### config.mk
export PLATFORM = sky130hd
export DESIGN_NAME = div_9bit_seq
export DESIGN_NICKNAME = d
export VERILOG_FILES = /design/src/rtl/div_pkg.sv /design/src/rtl/div_step.sv /design/src/rtl/div_9bit_seq.sv
export SDC_FILE = /design/constraint.sdc
export NUM_CORES = 1
export LEC_CHECK = 0
export ABC_AREA = 0
export CAP_MARGIN = 20
export CORE_MARGIN = 4
export CORE_UTILIZATION = 54
export CTS_CLUSTER_DIAMETER = 80
export DETAILED_ROUTE_END_ITERATION = 10
export PLACE_DENSITY = 0.84
export RECOVER_POWER = 25
export SETUP_SLACK_MARGIN = 0.05
export SLEW_MARGIN = 25
export SYNTH_ARGS = -nofsm -noshare
export SYNTH_HDL_FRONTEND = slang
export SYNTH_HIERARCHICAL = 1
export SYNTH_SLANG_ARGS = --single-unit
### constraint.sdc
create_clock -name clk -period 3.2 [get_ports clk]
set_input_delay 0.48 -clock clk [delete_from_list [all_inputs] [get_ports clk]]
set_output_delay 0.48 -clock clk [all_outputs]
set_load 0.05 [all_outputs]
### src/rtl/div_pkg.sv
// Shared types and sizing for the iterative restoring divider.
package div_pkg;

  localparam int DIV_WIDTH = 9;
  localparam int DIV_CNT_W = $clog2(DIV_WIDTH);

  typedef enum logic [1:0] {
    IDLE = 2'd0,
    BUSY = 2'd1,
    DONE = 2'd2
  } div_state_t;

endpackage

### src/rtl/div_step.sv
// One combinational restoring-division step: shift {rem,quo} left, trial-subtract the divisor.
module div_step
  import div_pkg::*;
#(
  parameter int WIDTH = DIV_WIDTH
) (
  input  logic [WIDTH-1:0] rem_i,
  input  logic [WIDTH-1:0] quo_i,
  input  logic [WIDTH-1:0] divisor_i,
  output logic [WIDTH-1:0] rem_o,
  output logic [WIDTH-1:0] quo_o
);

  logic [WIDTH:0] rem_sh_s;
  logic [WIDTH:0] trial_s;

  // rem_i < divisor_i keeps the shifted remainder below 2*divisor, so a
  // WIDTH+1 bit difference is exact and its MSB is the borrow.
  always_comb begin
    rem_sh_s = {rem_i, quo_i[WIDTH-1]};
    trial_s  = rem_sh_s - {1'b0, divisor_i};
    if (trial_s[WIDTH]) begin
      rem_o = rem_sh_s[WIDTH-1:0];
      quo_o = {quo_i[WIDTH-2:0], 1'b0};
    end else begin
      rem_o = trial_s[WIDTH-1:0];
      quo_o = {quo_i[WIDTH-2:0], 1'b1};
    end
  end

endmodule

### src/rtl/div_9bit_seq.sv
// Iterative unsigned divider with valid/ready handshakes; one restoring step per cycle.
module div_9bit_seq
  import div_pkg::*;
#(
  parameter int WIDTH = DIV_WIDTH
) (
  input  logic             clk,
  input  logic             rst_n,
  input  logic             inValid,
  output logic             inReady,
  input  logic [WIDTH-1:0] dividend,
  input  logic [WIDTH-1:0] divisor,
  output logic             outValid,
  input  logic             outReady,
  output logic [WIDTH-1:0] quotient,
  output logic [WIDTH-1:0] remainder,
  output logic             divByZero
);

  localparam int CNT_W = $clog2(WIDTH);

  div_state_t       state_q, state_d;
  logic [WIDTH-1:0] rem_q, rem_d;
  logic [WIDTH-1:0] quo_q, quo_d;
  logic [WIDTH-1:0] dvs_q, dvs_d;
  logic [CNT_W-1:0] cnt_q, cnt_d;
  logic [WIDTH-1:0] quotient_q, quotient_d;
  logic [WIDTH-1:0] remainder_q, remainder_d;
  logic             dbz_q, dbz_d;
  logic             inready_q, inready_d;
  logic             outvalid_q, outvalid_d;

  logic [WIDTH-1:0] step_rem_s;
  logic [WIDTH-1:0] step_quo_s;

  div_step #(.WIDTH(WIDTH)) u_step (
    .rem_i     (rem_q),
    .quo_i     (quo_q),
    .divisor_i (dvs_q),
    .rem_o     (step_rem_s),
    .quo_o     (step_quo_s)
  );

  // Next-state, datapath and registered-handshake logic.
  always_comb begin
    state_d     = state_q;
    rem_d       = rem_q;
    quo_d       = quo_q;
    dvs_d       = dvs_q;
    cnt_d       = cnt_q;
    quotient_d  = quotient_q;
    remainder_d = remainder_q;
    dbz_d       = dbz_q;

    case (state_q)
      IDLE: begin
        if (inValid) begin
          dvs_d = divisor;
          if (divisor == {WIDTH{1'b0}}) begin
            quotient_d  = {WIDTH{1'b1}};
            remainder_d = dividend;
            dbz_d       = 1'b1;
            state_d     = DONE;
          end else begin
            rem_d   = {WIDTH{1'b0}};
            quo_d   = dividend;
            cnt_d   = CNT_W'(WIDTH - 1);
            state_d = BUSY;
          end
        end else begin
          state_d = IDLE;
        end
      end
      BUSY: begin
        rem_d = step_rem_s;
        quo_d = step_quo_s;
        if (cnt_q == {CNT_W{1'b0}}) begin
          quotient_d  = step_quo_s;
          remainder_d = step_rem_s;
          dbz_d       = 1'b0;
          state_d     = DONE;
        end else begin
          cnt_d = cnt_q - CNT_W'(1);
        end
      end
      DONE: begin
        if (outReady) begin
          state_d = IDLE;
        end else begin
          state_d = DONE;
        end
      end
      default: begin
        state_d = IDLE;
      end
    endcase

    inready_d  = (state_d == IDLE);
    outvalid_d = (state_d == DONE);
  end

  // State, datapath and output registers; reset discards any operation in flight.
  always_ff @(posedge clk or negedge rst_n) begin
    if (!rst_n) begin
      state_q     <= IDLE;
      rem_q       <= {WIDTH{1'b0}};
      quo_q       <= {WIDTH{1'b0}};
      dvs_q       <= {WIDTH{1'b0}};
      cnt_q       <= {CNT_W{1'b0}};
      quotient_q  <= {WIDTH{1'b0}};
      remainder_q <= {WIDTH{1'b0}};
      dbz_q       <= 1'b0;
      inready_q   <= 1'b1;
      outvalid_q  <= 1'b0;
    end else begin
      state_q     <= state_d;
      rem_q       <= rem_d;
      quo_q       <= quo_d;
      dvs_q       <= dvs_d;
      cnt_q       <= cnt_d;
      quotient_q  <= quotient_d;
      remainder_q <= remainder_d;
      dbz_q       <= dbz_d;
      inready_q   <= inready_d;
      outvalid_q  <= outvalid_d;
    end
  end

  assign inReady   = inready_q;
  assign outValid  = outvalid_q;
  assign quotient  = quotient_q;
  assign remainder = remainder_q;
  assign divByZero = dbz_q;

endmodule
==> results.yml, run 1 <==
run_status:
  outcome: "complete, no violations"
timing:
  finalSetupViolCount: 0
  maxSlewViolCount: 0
  fin_skew_ps: 7.40
  fmax_mhz: 376
  slew_headroom: 0.115
  fin_crit_ps: 2660
  tightestPinTransition_ps: 1330
  rsz0062_at_grt: "false"
  period_share: 0.831
  hold_ws_ps: 449
  finalHoldViolations: 0
  fin_setup_tns_ps: 0
floorplanning:
  die_area_um2: 6610
  num_rows: 26
  die_y_um: 81.3
  core_um2: 5170
  die_x_um: 81.3
  ios: 43
  start_util: 0.561
worst_setup_path:
  path_cells: "ha_1, a21oi_1, o21ai_0, nand2b_1, o211ai_2, inv_6, mux2_4, nand2_1, nand2_1, mux2_2"
  regToRegSetupSlack_ps: 540
  slowest_delay_ps: 430
  rr_endpoint: "remainder[4]"
  crit_fanout: 9
  slowest_stage: "dfrtp_1"
  crit_path_frequent_cell: "nand2_1"
  r2r-start: "rem_q[5]"
  arrival_ps: 2850
  r2r_cells: 10
  end_kind: "register"
  worstPathRequired_ps: 3390
  path_class: "reg2reg"
  startpoint_type: "register"
placement:
  io_buffers: 42
  dp.final_hpwl_mm: 4.29
  gp_congestion: 0.816
synthesis:
  synth_top_flop_cell: "dfrtp_1"
  synth-edff-count: 0
  syn_area_per_cell_um2: 10.7
  synth.largest_area_cell: "dfrtp_1"
  syn_inst: 271
  yosysWarnings: 6
  synth-seq-area-share: 0.466
  syn-num-nets: 305
  synth_cell_types: 48
  synthArstFlopShare: 1.00
  synth_top_cell_area_share: 0.457
  syn_area_um2: 2900
  synth.area.top_cells: "dfrtp_1 46%, mux2_2 7.0%, nand2_1 5.0%, ha_1 4.7%, mux2i_1 3.8%"
  ys_ff_latch: 54
clock_tree:
  post_cts_buffers: 0
  clock-sinks: 54
  root_buffer: "clkbuf_8"
  path_clk_slew_ps: 90
  cts_resized: 0
  tritoncts: "yes"
  htreeDepth: 2
  insertion_delay_ps: 310
  cts_buffers: 5
  cts_hold_buf: 0
  clockBufferDepth: 2
global_route:
  grt_pass1_vias: 2013
  antenna_found_initial: 0
  grt_max_degree: 36
  grt_pass1_wl_mm: 9.74
  grt-ovfl-total: 0
  track_usage: 0.194
final_layout:
  final_core_util: 0.653
  area_delta_synth_final_pct: 16.4
  drive_gt1_frac: 0.158
  fillers: 410
  n_antenna_cell: 0
  seq_area_um2: 1350
  multi_input_area_um2: 1360
  fin_nets: 338
  layout_commonest_cell: "dfrtp_1"
  mostFrequentLayoutCells: "53 x dfrtp_1, 41 x clkdlybuf4s50_1, 39 x nand2_1"
drt:
  drtPass1Iterations: 4
  drcViolationCount: 0
  wl_per_cell_um: 15.3
  vias: 2018
  vias_per_cell: 5.40
  drt-total-wl_mm: 5.71
  ant_nets: 0
  drt_iter0_drc: 78
worst_hold_path:
  min_path_type: "in2async"
flow_run:
  cap_violations: 0
-- metal layers --
layer | up-vias | routed length, µm | track usage
li1 | 999 | - | -
met1 | 980 | 2700 | 0.265
met2 | 32 | 2740 | 0.306
met3 | 7 | 201 | 0.0443
met4 | 0 | 71 | 0.0591
met5 | - | 0 | 0
-- registers in the layout (all words and copies together) (netlist names) --
name	flops
dvs_q	9
quo_q	9
rem_q	9
inReady	1
outValid	1
state_q	2
cnt_q	4
divByZero	1
quotient	9
remainder	9
-- worst max-delay path, delay by kind of cell (launching register included) --
family	cells	cell delay, ps
buf+inv	1	120
compound gates	3	690
mux	2	580
fa+ha+maj	1	420
simple gates	3	310
flops	1	430
-- through the flow --
stage	instance area, µm²	worst slack (ps)	std cells
floorplan	2900	834	271
global placement	3300	527	367
detailed placement	3300	464	367
CTS	3380	546	374
global route	3380	347	374
finish	3380	540	374
-- Yosys cell counts (2+ instances only) --
| cell type | instances |
|---|---|
| nand2b_1 | 3 |
| a21oi_1 | 17 |
| o21a_1 | 2 |
| ha_1 | 11 |
| inv_1 | 13 |
| buf_2 | 2 |
| a21o_1 | 2 |
| nor3_1 | 2 |
| a31oi_1 | 2 |
| buf_6 | 3 |
| or2_2 | 3 |
| mux2i_1 | 11 |
| a31o_2 | 2 |
| clkbuf_1 | 6 |
| mux2_4 | 7 |
| mux2_2 | 18 |
| buf_4 | 9 |
| nor2b_1 | 2 |
| dfrtp_1 | 53 |
| a22o_1 | 3 |
| nand2_1 | 39 |
| o22a_1 | 9 |
| xor2_1 | 2 |
| o21ai_0 | 9 |
| xnor2_1 | 6 |
| nor2_1 | 13 |
-- cells by family (layout without fill, tap and decap cells) --
kind of cell / Yosys count / after routing / share of synthesized area
xor+xnor: 8 / 8 / 0.0242
simple gates: 73 / 73 / 0.119
flops: 54 / 54 / 0.466
compound gates: 54 / 54 / 0.126
buf+inv: 34 / 67 / 0.0660
mux: 36 / 36 / 0.144
fa+ha+maj: 12 / 12 / 0.0544
-- worst max path at each step --
stage                     startpoint            to  slack, ps  cells past startpoint
after floorplan             rem_q[3]  remainder[5]        830                     10
after global placement    divisor[2]  remainder[4]        530                      5
after detailed placement  divisor[2]  remainder[1]        460                      5
after CTS                   rem_q[5]  remainder[7]        550                     10
after global routing        rem_q[5]  remainder[7]        350                     10
final                       rem_q[5]  remainder[4]        540                     10
-- final cells by class --
class                           instances  share of cell area
Tap cell                               70              0.0259
Clock buffer                            6              0.0215
Multi-Input combinational cell        183               0.402
Sequential cell                        54               0.401
Clock inverter                          1             0.00222
Timing Repair Buffer                   46               0.131
Inverter                               14              0.0170
Power of run 1 is left out: the tool's default activity adds up to more than one toggle a clock period on the data nets, which glitch-free logic cannot reach.
==> run 2, diff against run 1 <==
CORE_UTILIZATION = 49   (was 54)
PLACE_DENSITY = 0.8   (was 0.84)
clock period = 2.4 ns   (was 3.2 ns; I/O delays follow)
==> run 2 against run 1 <==
  * Sequential cell count unchanged
  * Non-clock buffer count increased by 23
  * Largest cell class unchanged
  * Utilization rose by 0.98 points
  * Final cell count grew 7.0%
==> results.yml, run 2 (synthesis gave the netlist of run 1 again) <==
run_status:
  outcome: "complete, no violations"
floorplanning:
  die_area_um2: 7210
  die_y_um: 84.9
  num_rows: 27
  die_x_um: 84.9
  start_util: 0.517
  ios: 43
  core_um2: 5610
drt:
  vias: 2151
  ant_nets: 0
  drt_iter0_drc: 78
  wl_per_cell_um: 16.1
  drtPass1Iterations: 4
  drt-total-wl_mm: 6.44
  vias_per_cell: 5.38
  drcViolationCount: 0
final_layout:
  area_delta_synth_final_pct: 28.1
  final_core_util: 0.662
  multi_input_area_um2: 1480
  seq_area_um2: 1350
  final_cell_area_um2: 3710
  fin_nets: 361
  n_antenna_cell: 0
  drive_gt1_frac: 0.284
  layout_commonest_cell: "dfrtp_1"
  mostFrequentLayoutCells: "53 x dfrtp_1, 41 x clkdlybuf4s50_1, 34 x nand2_1"
  fillers: 462
global_route:
  met2_usage: 0.333
  busiest_layer: "met2"
  grt_pass1_vias: 2324
  grt-ovfl-total: 0
  use_met3: 0.0330
  grtUsageMet1: 0.231
  grt_max_degree: 55
  track_usage: 0.188
  antenna_found_initial: 0
  grt_pass1_wl_mm: 10.9
placement:
  dp.final_hpwl_mm: 4.66
  io_buffers: 42
  gp_congestion: 0.896
  placed_area_um2: 3500
timing:
  rsz0062_at_grt: "true"
  period_share: 0.999
  fin_setup_tns_ps: 0
  fin_crit_ps: 2400
  finalHoldViolations: 0
  fin_skew_ps: 14.5
  fmax_mhz: 417
  maxSlewViolCount: 0
  finalSetupViolCount: 0
  slew_headroom: 0.113
  tightestPinTransition_ps: 1330
clock_tree:
  cts_buffers: 5
  insertion_delay_ps: 310
  clockBufferDepth: 2
  cts_hold_buf: 0
  htreeDepth: 2
  clock-sinks: 54
  path_clk_slew_ps: 100
  tritoncts: "yes"
  root_buffer: "clkbuf_8"
worst_hold_path:
  min_path_type: "in2async"
worst_setup_path:
  worstPathRequired_ps: 2610
  regToRegSetupSlack_ps: 3
  path_class: "reg2reg"
  startpoint_type: "register"
  r2r-start: "rem_q[2]"
  crit_fanout: 8
  r2r_cells: 10
  end_kind: "register"
  rr_endpoint: "remainder[4]"
  arrival_ps: 2600
flow_run:
  cap_violations: 0
## run 2: cell count changes in the layout (fill, tap and decap cells not counted), sizes merged
cell	change
clkbuf	-1
inv	+1
buf	+24
## run 2: per-stage QoR
step | setup slack (ps) | hold slack (ps) | cells
after floorplan | 62.1 | 64.4 | 271
after global placement | -14.4 | 473 | 389
after detailed placement | -66.8 | 478 | 389
after CTS | 15.0 | 184 | 400
after global routing | -103 | 523 | 400
final | 2.54 | 412 | 400
## run 2: worst max-delay path, stage by stage, from the launching register on
cell and delay, ps:
dfrtp_1 410, ha_1 310, and2_4 150, a21bo_4 230, a211o_1 290, o211ai_4 120
inv_6 100, mux2_4 310, nand2_2 70, nand2_1 50, mux2_4 250
## run 2: layout make-up
| cell class | count | area share |
|---|---|---|
| Clock buffer | 6 | 0.0222 |
| Multi-Input combinational cell | 183 | 0.397 |
| Clock inverter | 2 | 0.00438 |
| Tap cell | 72 | 0.0243 |
| Inverter | 14 | 0.0155 |
| Sequential cell | 54 | 0.364 |
| Timing Repair Buffer | 69 | 0.172 |
## run 2: routing by layer
layer / wire length (µm) / vias to the layer above
met3: 144 / 9
met2: 3340 / 28
met4: 90 / 0
met1: 2860 / 1067
li1: - / 1047
met5: 0 / -
## run 2: how the worst max path moves through the flow
| stage | start | end | slack (ps) | cells after the start |
|---|---|---|---|---|
| 2_1_floorplan | rem_q[2] | remainder[5] | 60 | 10 |
| 3_3_place_gp | rem_q[2] | remainder[4] | -10 | 10 |
| 3_5_place_dp | quo_q[8] | remainder[6] | -70 | 11 |
| 4_1_cts | dvs_q[2] | remainder[7] | 10 | 11 |
| 5_1_grt | quo_q[8] | remainder[6] | -100 | 11 |
| 6_report | rem_q[2] | remainder[4] | 3 | 10 |
## run 2: timing repair
action | 4_1_cts | 5_1_grt
buffers inserted | 3 | 0
setup endpoints to repair | 8 | 16
resized for setup | 18 | 5
pin swaps | 8 | 3
Power of run 2 is left out for the same reason.
==> run 3, diff against run 2 <==
CORE_UTILIZATION = 54   (was 49)
CTS_BUF_LIST = sky130_fd_sc_hd__clkbuf_16   (was not set)
PLACE_DENSITY = 0.84   (was 0.8)
clock period = 2.6 ns   (was 2.4 ns; I/O delays follow)
==> run 3 against run 2 <==
  * Critical path depth is 1 higher
  * Non-clock buffer count is 9 lower
  * Sequential cell count stayed put
  * First-iteration DRC count is 40% higher
  * Setup slack better by 42 ps
  * Wire length is 4.9% higher
  * Critical endpoint is now remainder[3]
  * Largest cell class unchanged
==> results.yml, run 3 (synthesis gave the netlist of run 1 again) <==
run_status:
  outcome: "complete, no violations"
final_layout:
  drive_gt1_frac: 0.254
  final_core_util: 0.709
  n_antenna_cell: 0
  seq_area_um2: 1350
  layout_commonest_cell: "dfrtp_1"
  final_cell_area_um2: 3670
  layout.cells.non_filler: 389
  area_delta_synth_final_pct: 26.5
  mostFrequentLayoutCells: "52 x dfrtp_1, 41 x clkdlybuf4s50_1, 34 x nand2_1"
  fin_nets: 352
  fillers: 359
  multi_input_area_um2: 1470
worst_setup_path:
  path_cells: "inv_2, ha_4, nand3b_1, a21bo_1, a211o_1, o211ai_4, clkinv_4, mux2_4, nand2_1, nand2_1, mux2_2"
  worstPathRequired_ps: 2780
  crit_family: "compound AO/OA/AOI/OAI gates"
  startpoint_type: "register"
  end_kind: "register"
  crit_fanout: 8
  path_class: "reg2reg"
  slowest_stage: "dfrtp_1"
  arrival_ps: 2730
  crit_path_frequent_cell: "nand2_1"
  slowest_delay_ps: 380
  path_buf_inv: 2
clock_tree:
  insertion_delay_ps: 290
  clockBufferDepth: 2
  path_clk_slew_ps: 70
  clock-sinks: 54
  tritoncts: "yes"
  htreeDepth: 2
  cts_hold_buf: 0
  cts_buffers: 5
  root_buffer: "clkbuf_16"
floorplanning:
  ios: 43
  num_rows: 26
  die_area_um2: 6610
  core_um2: 5170
  die_y_um: 81.3
  start_util: 0.561
  die_x_um: 81.3
timing:
  finalHoldViolations: 0
  maxSlewViolCount: 0
  fin_setup_tns_ps: 0
  fmax_mhz: 391
  rsz0062_at_grt: "true"
  fin_crit_ps: 2560
  slew_headroom: 0.122
  fin_skew_ps: 4.72
  finalSetupViolCount: 0
  period_share: 0.983
  tightestPinTransition_ps: 1320
drt:
  drtPass1Iterations: 4
  drt_iter0_drc: 109
  drcViolationCount: 0
  drt-total-wl_mm: 6.75
  ant_nets: 0
  vias_per_cell: 5.66
  wl_per_cell_um: 17.4
  vias: 2203
global_route:
  antenna_found_initial: 0
  track_usage: 0.215
  grt_pass1_vias: 2170
  grt_max_degree: 55
  grt_pass1_wl_mm: 10.7
  grt-ovfl-total: 0
placement:
  placed_area_um2: 3360
  place_inst: 372
  gp_congestion: 0.870
  dp.final_hpwl_mm: 4.32
  io_buffers: 42
flow_run:
  cap_violations: 0
worst_hold_path:
  min_path_type: "in2async"
run 3: worst register-to-register path, cell delays in order (launching register included):
cell,delay [ps]
dfrtp_1,380
inv_2,60
ha_4,280
nand3b_1,140
a21bo_1,250
a211o_1,300
o211ai_4,140
clkinv_4,180
mux2_4,330
nand2_1,80
nand2_1,50
mux2_2,250
run 3: final timing paths:
kind / start / endpoint / slack [ps] / depth (start not counted)
worst max-delay path: dvs_q[2] / remainder[3] / 40 / 11
worst min-delay path: rst_n / divByZero / 470 / 2
worst max register to register: dvs_q[2] / remainder[3] / 40 / 11
worst min register to register: divByZero / divByZero / 490 / 1
max in group asynchronous: rst_n / rem_q[2] / 1260 / 2
min in group clk: divByZero / divByZero / 490 / 1
run 3: layout make-up:
cell class	count	share of cell area
Clock inverter	3	0.00546
Timing Repair Buffer	60	0.153
Sequential cell	54	0.369
Multi-Input combinational cell	183	0.399
Inverter	14	0.0157
Clock buffer	5	0.0341
Tap cell	70	0.0239
run 3: metrics by stage:
stage	hold WS (ps)	worst slack, ps
2_1_floorplan	94.4	234
3_3_place_gp	404	127
3_5_place_dp	407	52.0
4_1_cts	94.8	62.9
5_1_grt	516	-13.3
6_report	469	44.9
run 3: metal layers:
layer | vias up | share of wire | routed length (µm) | global-route usage
met4 | 0 | 0.025 | 169 | 0.0760
li1 | 1034 | - | - | -
met1 | 1100 | 0.42 | 2840 | 0.272
met3 | 16 | 0.040 | 267 | 0.0421
met5 | - | 0 | 0 | 0
met2 | 53 | 0.52 | 3480 | 0.364
run 3: what timing repair did:
item,CTS,global route
gates resized for setup,2,23
setup endpoints to repair,5,7
buffers inserted,0,9
pin swaps,0,7
cloned,0,0
Power of run 3 is left out for the same reason.
